## config.mk

```make
export PLATFORM = sky130hd
export DESIGN_NAME = pc_fetch_unit
export DESIGN_NICKNAME = d
export VERILOG_FILES = /design/src/rtl/pc_fetch_unit_pkg.sv /design/src/rtl/pc_next_calc.sv /design/src/rtl/pc_fetch_unit.sv
export SDC_FILE = /design/constraint.sdc
export NUM_CORES = 1
export LEC_CHECK = 0
export CAP_MARGIN = 10
export CORE_MARGIN = 2
export CORE_UTILIZATION = 35
export CTS_BUF_LIST = sky130_fd_sc_hd__clkbuf_4
export DETAILED_ROUTE_END_ITERATION = 10
export PLACE_DENSITY_LB_ADDON = 0.05
export SYNTH_ARGS = -nofsm -noshare
export SYNTH_HDL_FRONTEND = slang
export SYNTH_HIERARCHICAL = 1
export SYNTH_SLANG_ARGS = --single-unit
export TNS_END_PERCENT = 1
```

## constraint.sdc

```tcl
create_clock -name clk -period 3.65 [get_ports clk]
set_clock_uncertainty 0.2 [all_clocks]
set_input_delay 0.365 -clock clk [delete_from_list [all_inputs] [get_ports clk]]
set_output_delay 0.365 -clock clk [all_outputs]
set_load 0.02 [all_outputs]
```

## src/rtl/pc_fetch_unit_pkg.sv

```systemverilog
// Shared types and constants for the PC fetch unit and its next-PC calculator.
package pc_fetch_unit_pkg;

    // Fetch sequencer states
    typedef enum logic [1:0] {
        BOOT  = 2'd0,
        FETCH = 2'd1,
        EXEC  = 2'd2,
        TRAP  = 2'd3
    } fetch_state_t;

    // NextPCSrc encodings
    localparam logic [1:0] PC4    = 2'b00;
    localparam logic [1:0] BRANCH = 2'b01;
    localparam logic [1:0] JALR   = 2'b10;
    localparam logic [1:0] JAL    = 2'b11;

endpackage

```

## src/rtl/pc_next_calc.sv

```systemverilog
// Combinational next-PC target selection and alignment check.
// All additions wrap modulo 2^32; JALR clears bit 0 before the check.
module pc_next_calc
    import pc_fetch_unit_pkg::*;
(
    input  logic [31:0] apc,
    input  logic [1:0]  next_pc_src,
    input  logic        br_taken,
    input  logic [31:0] imm,
    input  logic [31:0] rs1,
    output logic [31:0] target,
    output logic        target_misaligned
);

    logic [31:0] seq_pc;
    logic [31:0] rel_pc;
    logic [31:0] reg_pc;

    assign seq_pc = apc + 32'd4;
    assign rel_pc = apc + imm;
    assign reg_pc = rs1 + imm;

    // Pick the target for the current control-flow kind
    always_comb begin
        target = seq_pc;
        case (next_pc_src)
            PC4:     target = seq_pc;
            BRANCH:  target = br_taken ? rel_pc : seq_pc;
            JALR:    target = {reg_pc[31:1], 1'b0};
            JAL:     target = rel_pc;
            default: target = seq_pc;
        endcase
    end

    assign target_misaligned = |target[1:0];

endmodule

```

## src/rtl/pc_fetch_unit.sv

```systemverilog
// PC register plus BOOT/FETCH/EXEC/TRAP sequencer driving the instruction fetch.
// Handshake outputs are decoded from the state, so reset clears them at once.
module pc_fetch_unit
    import pc_fetch_unit_pkg::*;
#(
    parameter logic [31:0] RESET_VECTOR = 32'h0000_0000,
    parameter logic [31:0] TRAP_VECTOR  = 32'h0000_0100
)(
    input  logic        clk,
    input  logic        rst,
    input  logic        Stall,
    input  logic        BrTaken,
    input  logic [1:0]  NextPCSrc,
    input  logic [31:0] Imm,
    input  logic [31:0] Rs1,
    input  logic        ImemAck,
    output logic        ImemReq,
    output logic [31:0] Apc,
    output logic [31:0] PcPlus4,
    output logic        Ivalid,
    output logic        Misaligned
);

    fetch_state_t state_q;
    fetch_state_t state_d;
    logic [31:0]  apc_q;
    logic [31:0]  apc_d;
    logic [31:0]  target;
    logic         target_misaligned;

    pc_next_calc u_next (
        .apc               (apc_q),
        .next_pc_src       (NextPCSrc),
        .br_taken          (BrTaken),
        .imm               (Imm),
        .rs1               (Rs1),
        .target            (target),
        .target_misaligned (target_misaligned)
    );

    // State and PC registers; reset discards any pending fetch or update
    always_ff @(posedge clk) begin
        if (rst) begin
            state_q <= BOOT;
            apc_q   <= RESET_VECTOR;
        end else begin
            state_q <= state_d;
            apc_q   <= apc_d;
        end
    end

    // Next state, next PC and per-state handshake outputs
    always_comb begin
        state_d    = state_q;
        apc_d      = apc_q;
        ImemReq    = 1'b0;
        Ivalid     = 1'b0;
        Misaligned = 1'b0;
        case (state_q)
            BOOT: begin
                state_d = FETCH;
            end
            FETCH: begin
                ImemReq = 1'b1;
                if (ImemAck) begin
                    state_d = EXEC;
                end
            end
            EXEC: begin
                Ivalid = 1'b1;
                if (!Stall) begin
                    if (target_misaligned) begin
                        state_d = TRAP;
                    end else begin
                        apc_d   = target;
                        state_d = FETCH;
                    end
                end
            end
            TRAP: begin
                Misaligned = 1'b1;
                apc_d      = TRAP_VECTOR;
                state_d    = FETCH;
            end
            default: begin
                state_d = BOOT;
            end
        endcase
    end

    assign Apc     = apc_q;
    assign PcPlus4 = apc_q + 32'd4;

endmodule

```

### Yosys cells after proc, flatten, opt, wreduce, memory -nomap -nowiden

Index checks and enable logic that the tools add are counted.

* output and inout port bits: 67
* bits in registers: 34
* word-level logic and storage cells: 33
* bits of input ports: 71

* reduce and logical (&&, ||, !) cells: 7
* add/subtract/negate cells: 3
* muxes and demuxes: 12
* equal/unequal tests: 9

Operators by type and width (count)
* $pmux 32 s4: 1
* $mux 32: 3
* $add 32x32->32: 2
* $pmux 32 s2: 1
* $add 32x3->32 const B: 1
* $eq 2x2->1 const B: 4
* $mux 2: 3
* $ne 2x2->1 const B: 3
* $pmux 2 s3: 1
* $eq 2x1->1 const B: 2
* $logic_not 2->1: 2
* $reduce_or 2->1: 2
* $mux 1: 3
* $reduce_and 3->1: 1
* $reduce_and 2->1: 1
* $reduce_bool 2->1: 1

### Logic depth before layout (Yosys ltp)

Gate-level depths: netlist of run 1.

* word-level depth: 7
* mapped depth: 15
* gate-level depth less buffers: 15

### Cells and area by module

Netlist of run 1, hierarchy kept.

Modules (own cells, without submodules)
* pc_next_calc: area an instance 4160.2 µm², sequential area each 0.0 µm², cells an instance 600, instances 1
* pc_fetch_unit: area an instance 1890.6 µm², sequential area each 680.7 µm², cells an instance 243, instances 1

### Worst setup path before layout of run 1

No wires, ideal clock.

* kind: reg-to-reg
* start: register apc_q[14] (netlist: Apc[14])
* end: register apc_q[31] (netlist: Apc[31])
* setup slack: 496 ps
* clock period less this slack: 3154 ps
* stages on the path, launching flop included: 13
* path buffers: 0
* setup time: 132 ps
* data required time: 3318 ps
* arrival: 2821 ps
* path through: dfxtp_1 > ha_1 > a21o_1 > a22o_1 > a221o_1 > a31oi_2 > a21oi_2 > a41oi_2 > xor2_1 > mux2i_1 > a221o_1 > nand4_1 > a21oi_1

* longest elaborated chain between the ends: 6
* elaborated cells between the ends (all ways): 7
* classes of those cells: 2 x add/sub; 5 x mux

Ends and longest elaborated chain
* start: declaration: RTL line pc_fetch_unit.sv:26 `logic [31:0] apc_q;`
* start signal: assignment: RTL line pc_fetch_unit.sv:48 `apc_q <= apc_d;`
* $add 32x3->32 or $add 32x32->32 (tied branches): RTL line pc_next_calc.sv:19, pc_next_calc.sv:20
* $mux 32: RTL line pc_next_calc.sv:28 `BRANCH: target = br_taken ? rel_pc : seq_pc;`
* $pmux 32 s4 (*): RTL line pc_next_calc.sv:26 `case (next_pc_src)`
* net target[31]: RTL line pc_fetch_unit.sv:28 `logic [31:0] target;`
* $mux 32 (*): RTL line pc_fetch_unit.sv:72 `if (target_misaligned) begin`
* $mux 32 (*): RTL line pc_fetch_unit.sv:71 `if (!Stall) begin`
* $pmux 32 s2 (*): RTL line pc_fetch_unit.sv:59 `case (state_q)`

The timed path passes the listed nets; every way through them passes the cells marked *. The select of a mux whose other input is x is not followed.
A chain may end at the register's enable or synchronous reset.

### Worst setup path in the final report of run 1

* start: input port Imm[0]
* end: register apc_q[22] (netlist: Apc[22])

* longest elaborated chain between the ends: 6
* elaborated cells between the ends (all ways): 10
* classes of those cells: 2 x add/sub; 1 x eq/ne; 5 x mux; 2 x reduce/logical

Ends and longest elaborated chain
* start: declaration: RTL line pc_fetch_unit.sv:14 `input logic [31:0] Imm,`
* $add 32x32->32: RTL line pc_next_calc.sv:20 `assign rel_pc = apc + imm;`
* $mux 32: RTL line pc_next_calc.sv:28
* $pmux 32 s4 (*): RTL line pc_next_calc.sv:26
* net target[22]: RTL line pc_fetch_unit.sv:28
* $mux 32 (*): RTL line pc_fetch_unit.sv:72
* $mux 32 (*): RTL line pc_fetch_unit.sv:71
* $pmux 32 s2 (*): RTL line pc_fetch_unit.sv:59

Marked as above.

==> results of run 1 <==
[cell usage in the layout, fill, tap and decap left out, types with 15 or more instances in the layout]
cell,netlist,final
sky130_fd_sc_hd__clkdlybuf4s50_1,0,136
sky130_fd_sc_hd__buf_4,4,128
sky130_fd_sc_hd__nand2_1,106,106
sky130_fd_sc_hd__a21oi_1,87,84
sky130_fd_sc_hd__ha_1,63,63
sky130_fd_sc_hd__xnor2_1,59,59
sky130_fd_sc_hd__nand4_1,49,49
sky130_fd_sc_hd__nor2_1,47,45
sky130_fd_sc_hd__xor2_1,44,44
sky130_fd_sc_hd__dfxtp_1,34,34
sky130_fd_sc_hd__a21o_1,34,34
sky130_fd_sc_hd__o21ai_0,32,31
sky130_fd_sc_hd__nand3_1,30,29
sky130_fd_sc_hd__o21ai_1,21,22
sky130_fd_sc_hd__inv_1,19,19
sky130_fd_sc_hd__a22oi_1,18,18
sky130_fd_sc_hd__nor2b_1,15,15
[path summary, 6_finish.rpt]
kind	to	slack, ps	cells after the start
hold reg to reg	Apc[0]	320	2
setup reg to reg	Apc[28]	290	13
setup / recovery	Apc[22]	220	17
hold / removal	Apc[0]	320	2
[repair_timing]
item,in CTS,in global routing
pin swaps,0,1
endpoints found under the setup margin,3,8
resized for setup,1,8
[power by group through the flow]
stage | Clock [mW] | Combinational (mW) | Sequential, mW
2_1_floorplan | 0 | 0.483 | 0.419
3_3_place_gp | 0 | 0.893 | 0.404
3_5_place_dp | 0 | 0.891 | 0.404
4_1_cts | 0.268 | 0.897 | 0.396
5_1_grt | 0.281 | 0.988 | 0.398
6_report | 0.257 | 0.907 | 0.396
[area by class of cell]
type | instances | area [µm²]
diodes | 1 | 2.502
clock buffers | 6 | 45.04
clock inverters | 2 | 8.758
fillers | 1775 | 8503
inverters | 19 | 71.32
multi-input cells | 750 | 5176
flip-flops and latches | 34 | 680.7
well taps | 225 | 281.5
repair buffers | 266 | 2347
[metrics by stage]
step                instances  setup TNS, ps
floorplan                 843              0
global placement         1294          -1347
detailed placement       1294          -1721
CTS                      1302              0
global route             1303         -47.84
finish                   1303              0
[worst max-delay path: stages]
cell                              delay [ps]
sky130_fd_sc_hd__clkdlybuf4s50_1         500
sky130_fd_sc_hd__buf_4                   120
sky130_fd_sc_hd__ha_1                    150
sky130_fd_sc_hd__inv_1                    50
sky130_fd_sc_hd__fa_1                    400
sky130_fd_sc_hd__nor2b_1                 170
sky130_fd_sc_hd__o31a_1                  160
sky130_fd_sc_hd__o21ai_1                 120
sky130_fd_sc_hd__a21oi_2                 220
sky130_fd_sc_hd__o21ai_1                 120
sky130_fd_sc_hd__a21o_1                  230
sky130_fd_sc_hd__buf_4                   140
sky130_fd_sc_hd__o21ba_2                 210
sky130_fd_sc_hd__xor2_1                  140
sky130_fd_sc_hd__o221ai_1                180
sky130_fd_sc_hd__nand4_1                 110
sky130_fd_sc_hd__a21oi_1                 150
[cell usage after synthesis (7+ instances only)]
library cell	instances	share of area [%]
sky130_fd_sc_hd__a21o_1	34	4.2
sky130_fd_sc_hd__a21oi_1	87	7.2
sky130_fd_sc_hd__a22oi_1	18	2.2
sky130_fd_sc_hd__and3_1	12	1.2
sky130_fd_sc_hd__clkbuf_1	32	2.0
sky130_fd_sc_hd__dfxtp_1	34	11
sky130_fd_sc_hd__ha_1	63	13
sky130_fd_sc_hd__inv_1	19	1.2
sky130_fd_sc_hd__nand2_1	106	6.6
sky130_fd_sc_hd__nand2b_1	11	1.1
sky130_fd_sc_hd__nand3_1	30	2.5
sky130_fd_sc_hd__nand4_1	49	5.1
sky130_fd_sc_hd__nor2_1	47	2.9
sky130_fd_sc_hd__nor2b_1	15	1.6
sky130_fd_sc_hd__o21a_1	9	1.1
sky130_fd_sc_hd__o21ai_0	32	2.6
sky130_fd_sc_hd__o21ai_1	21	1.7
sky130_fd_sc_hd__o21bai_1	8	0.99
sky130_fd_sc_hd__o221ai_1	7	1.0
sky130_fd_sc_hd__xnor2_1	59	8.5
sky130_fd_sc_hd__xor2_1	44	6.4
[registers in the layout (all words and copies together), names as in the netlist]
name     count
state_q      2
Apc         32
[logic make-up after synthesis]
| kind of cell | synth area share [%] |
|---|---|
| AND/OR/NAND/NOR | 26.08 |
| AO/OA/AOI/OAI | 29.63 |
| XOR/XNOR | 14.91 |
| adder cells (fa/ha/maj) | 13.69 |
| buffers and inverters | 3.950 |
| flip-flops | 11.25 |
| multiplexers | 0.4963 |
[per-layer routing]
metal / GRT usage, % / wire length, µm / up-vias
met1: 34.69 / 10770 / 3389
met2: 43.32 / 11290 / 245
met5: 0 / 0 / -
met3: 3.068 / 1407 / 23
met4: 6.829 / 464 / 0
li1: - / - / 3597
==> metrics, run 1 <==
part of the Yosys area used for sequential elements=11.25%; Synth Flop Type=sky130_fd_sc_hd__dfxtp_1; Comb power frac=58.1%; end-of-flow core utilization=50.32%; Root Buffer Master=sky130_fd_sc_hd__clkbuf_4; Post-Syn Nets=979; I/O Pins=138; clock tree from TritonCTS=yes; setup repair after global routing missed its margin=true; Leak=3.613 nW; worst r2r src=Apc[2]; fin. max-slew vios=0; minimum setup slack after placement=-287.7 ps; critical path start-end classification=in -> reg; CTS buffer count=5; Initial Util=35.35%; Total Power=1.560 mW; clock network latency to the later pin of the worst-skew pair=390 ps; count of input and output buffers=137; relative contribution of the clock network to total power=16.5%; total of flip-flops plus latches after synthesis=34; slew of the pin with the lowest slew margin=857.1 ps; DRC Markers=0; timing-limited maximum frequency=291.7 MHz; area overhead of the layout relative to synthesis=42.35%; Post-layout nets=1212; largest net degree at the start of global routing=35; via/cell ratio=5.567; H-tree Lvls=2; Post-CTS Repair Setup Buffers=0; post-layout worst setup margin=221.8 ps; Internal=0.8918 mW; run status=complete, no violations; first-pass GRT wire length=36.93 mm; clock tree buffer depth=2; start point of the worst min-delay path=Apc[0]; vias in the first global route=6890; Switching Fraction=42.84%; Std-Cell Core Area=17120 µm²; total number of vias=7254; total of warnings raised by yosys=6; post-layout min period=3428 ps; gp weighted congestion=0.8935; Setup crit start kind=primary input; kind of end point of the critical path=flop; final wirelength=23.93 mm; row count=48; first element of the critical path=Imm[0]; areal power density over the cells=181.1 nW/µm²; Final Setup Violations=0; number of DRC markers in iteration 0=483; Die W=135.5 µm; Worst VDD drop=0.1171 mV; worst hold slack=318.2 ps; Min-Delay Path Class=reg -> reg; data required time of the worst path=3770 ps; final hold violation count=0; antenna violations before repair=1; floorplan die height=135.5 µm; switching power summed over all nets=0.6683 mW; remaining max-slew budget at the tightest pin=42.86%; post-synthesis async set-or-reset flop share=0%; number of synthesized flops with an enable pin=0; Yosys cell types=75; ratio of cells with drive above 1 in the final layout=16.25%; instance area at placement=8519 µm²; HPWL after detailed placement=18.67 mm; number of sinks handled by clock tree synthesis=34; Max Fanout on Critical Path=3; share of total power in sequential cells=25.4%; data arrival time of the worst path=3550 ps; synthesized cell area=6051 µm²; Tot GR Track Use=25.68%; First-pass DRT Iterations=5; hold-fix buffers at CTS=0; final cycle utilization of the critical path=93.92%; clock edge transition at the registers on the reported setup and hold paths=130 ps; Max Cap Viol=0; antenna-violating nets left=0; total congestion overflow=0; final standard cell area without fillers=8613 µm²; post-detailed-route wirelength per cell=18.37 µm; post-synthesis average cell area=7.178 µm²; DIE AREA=18360 µm²; gate count after technology mapping=843
Note: power is estimated with default switching activity, not from simulation.
==> run 2: changes to the inputs <==
--- a/config.mk
+++ b/config.mk
@@ -5,7 +5,7 @@
 export SDC_FILE = /design/constraint.sdc
 export NUM_CORES = 1
 export LEC_CHECK = 0
-export CAP_MARGIN = 10
+export CAP_MARGIN = 30
 export CORE_MARGIN = 2
 export CORE_UTILIZATION = 35
 export CTS_BUF_LIST = sky130_fd_sc_hd__clkbuf_4
==> results of run 2 <==
Final layout, timing and power as in run 1 (identical DEF).
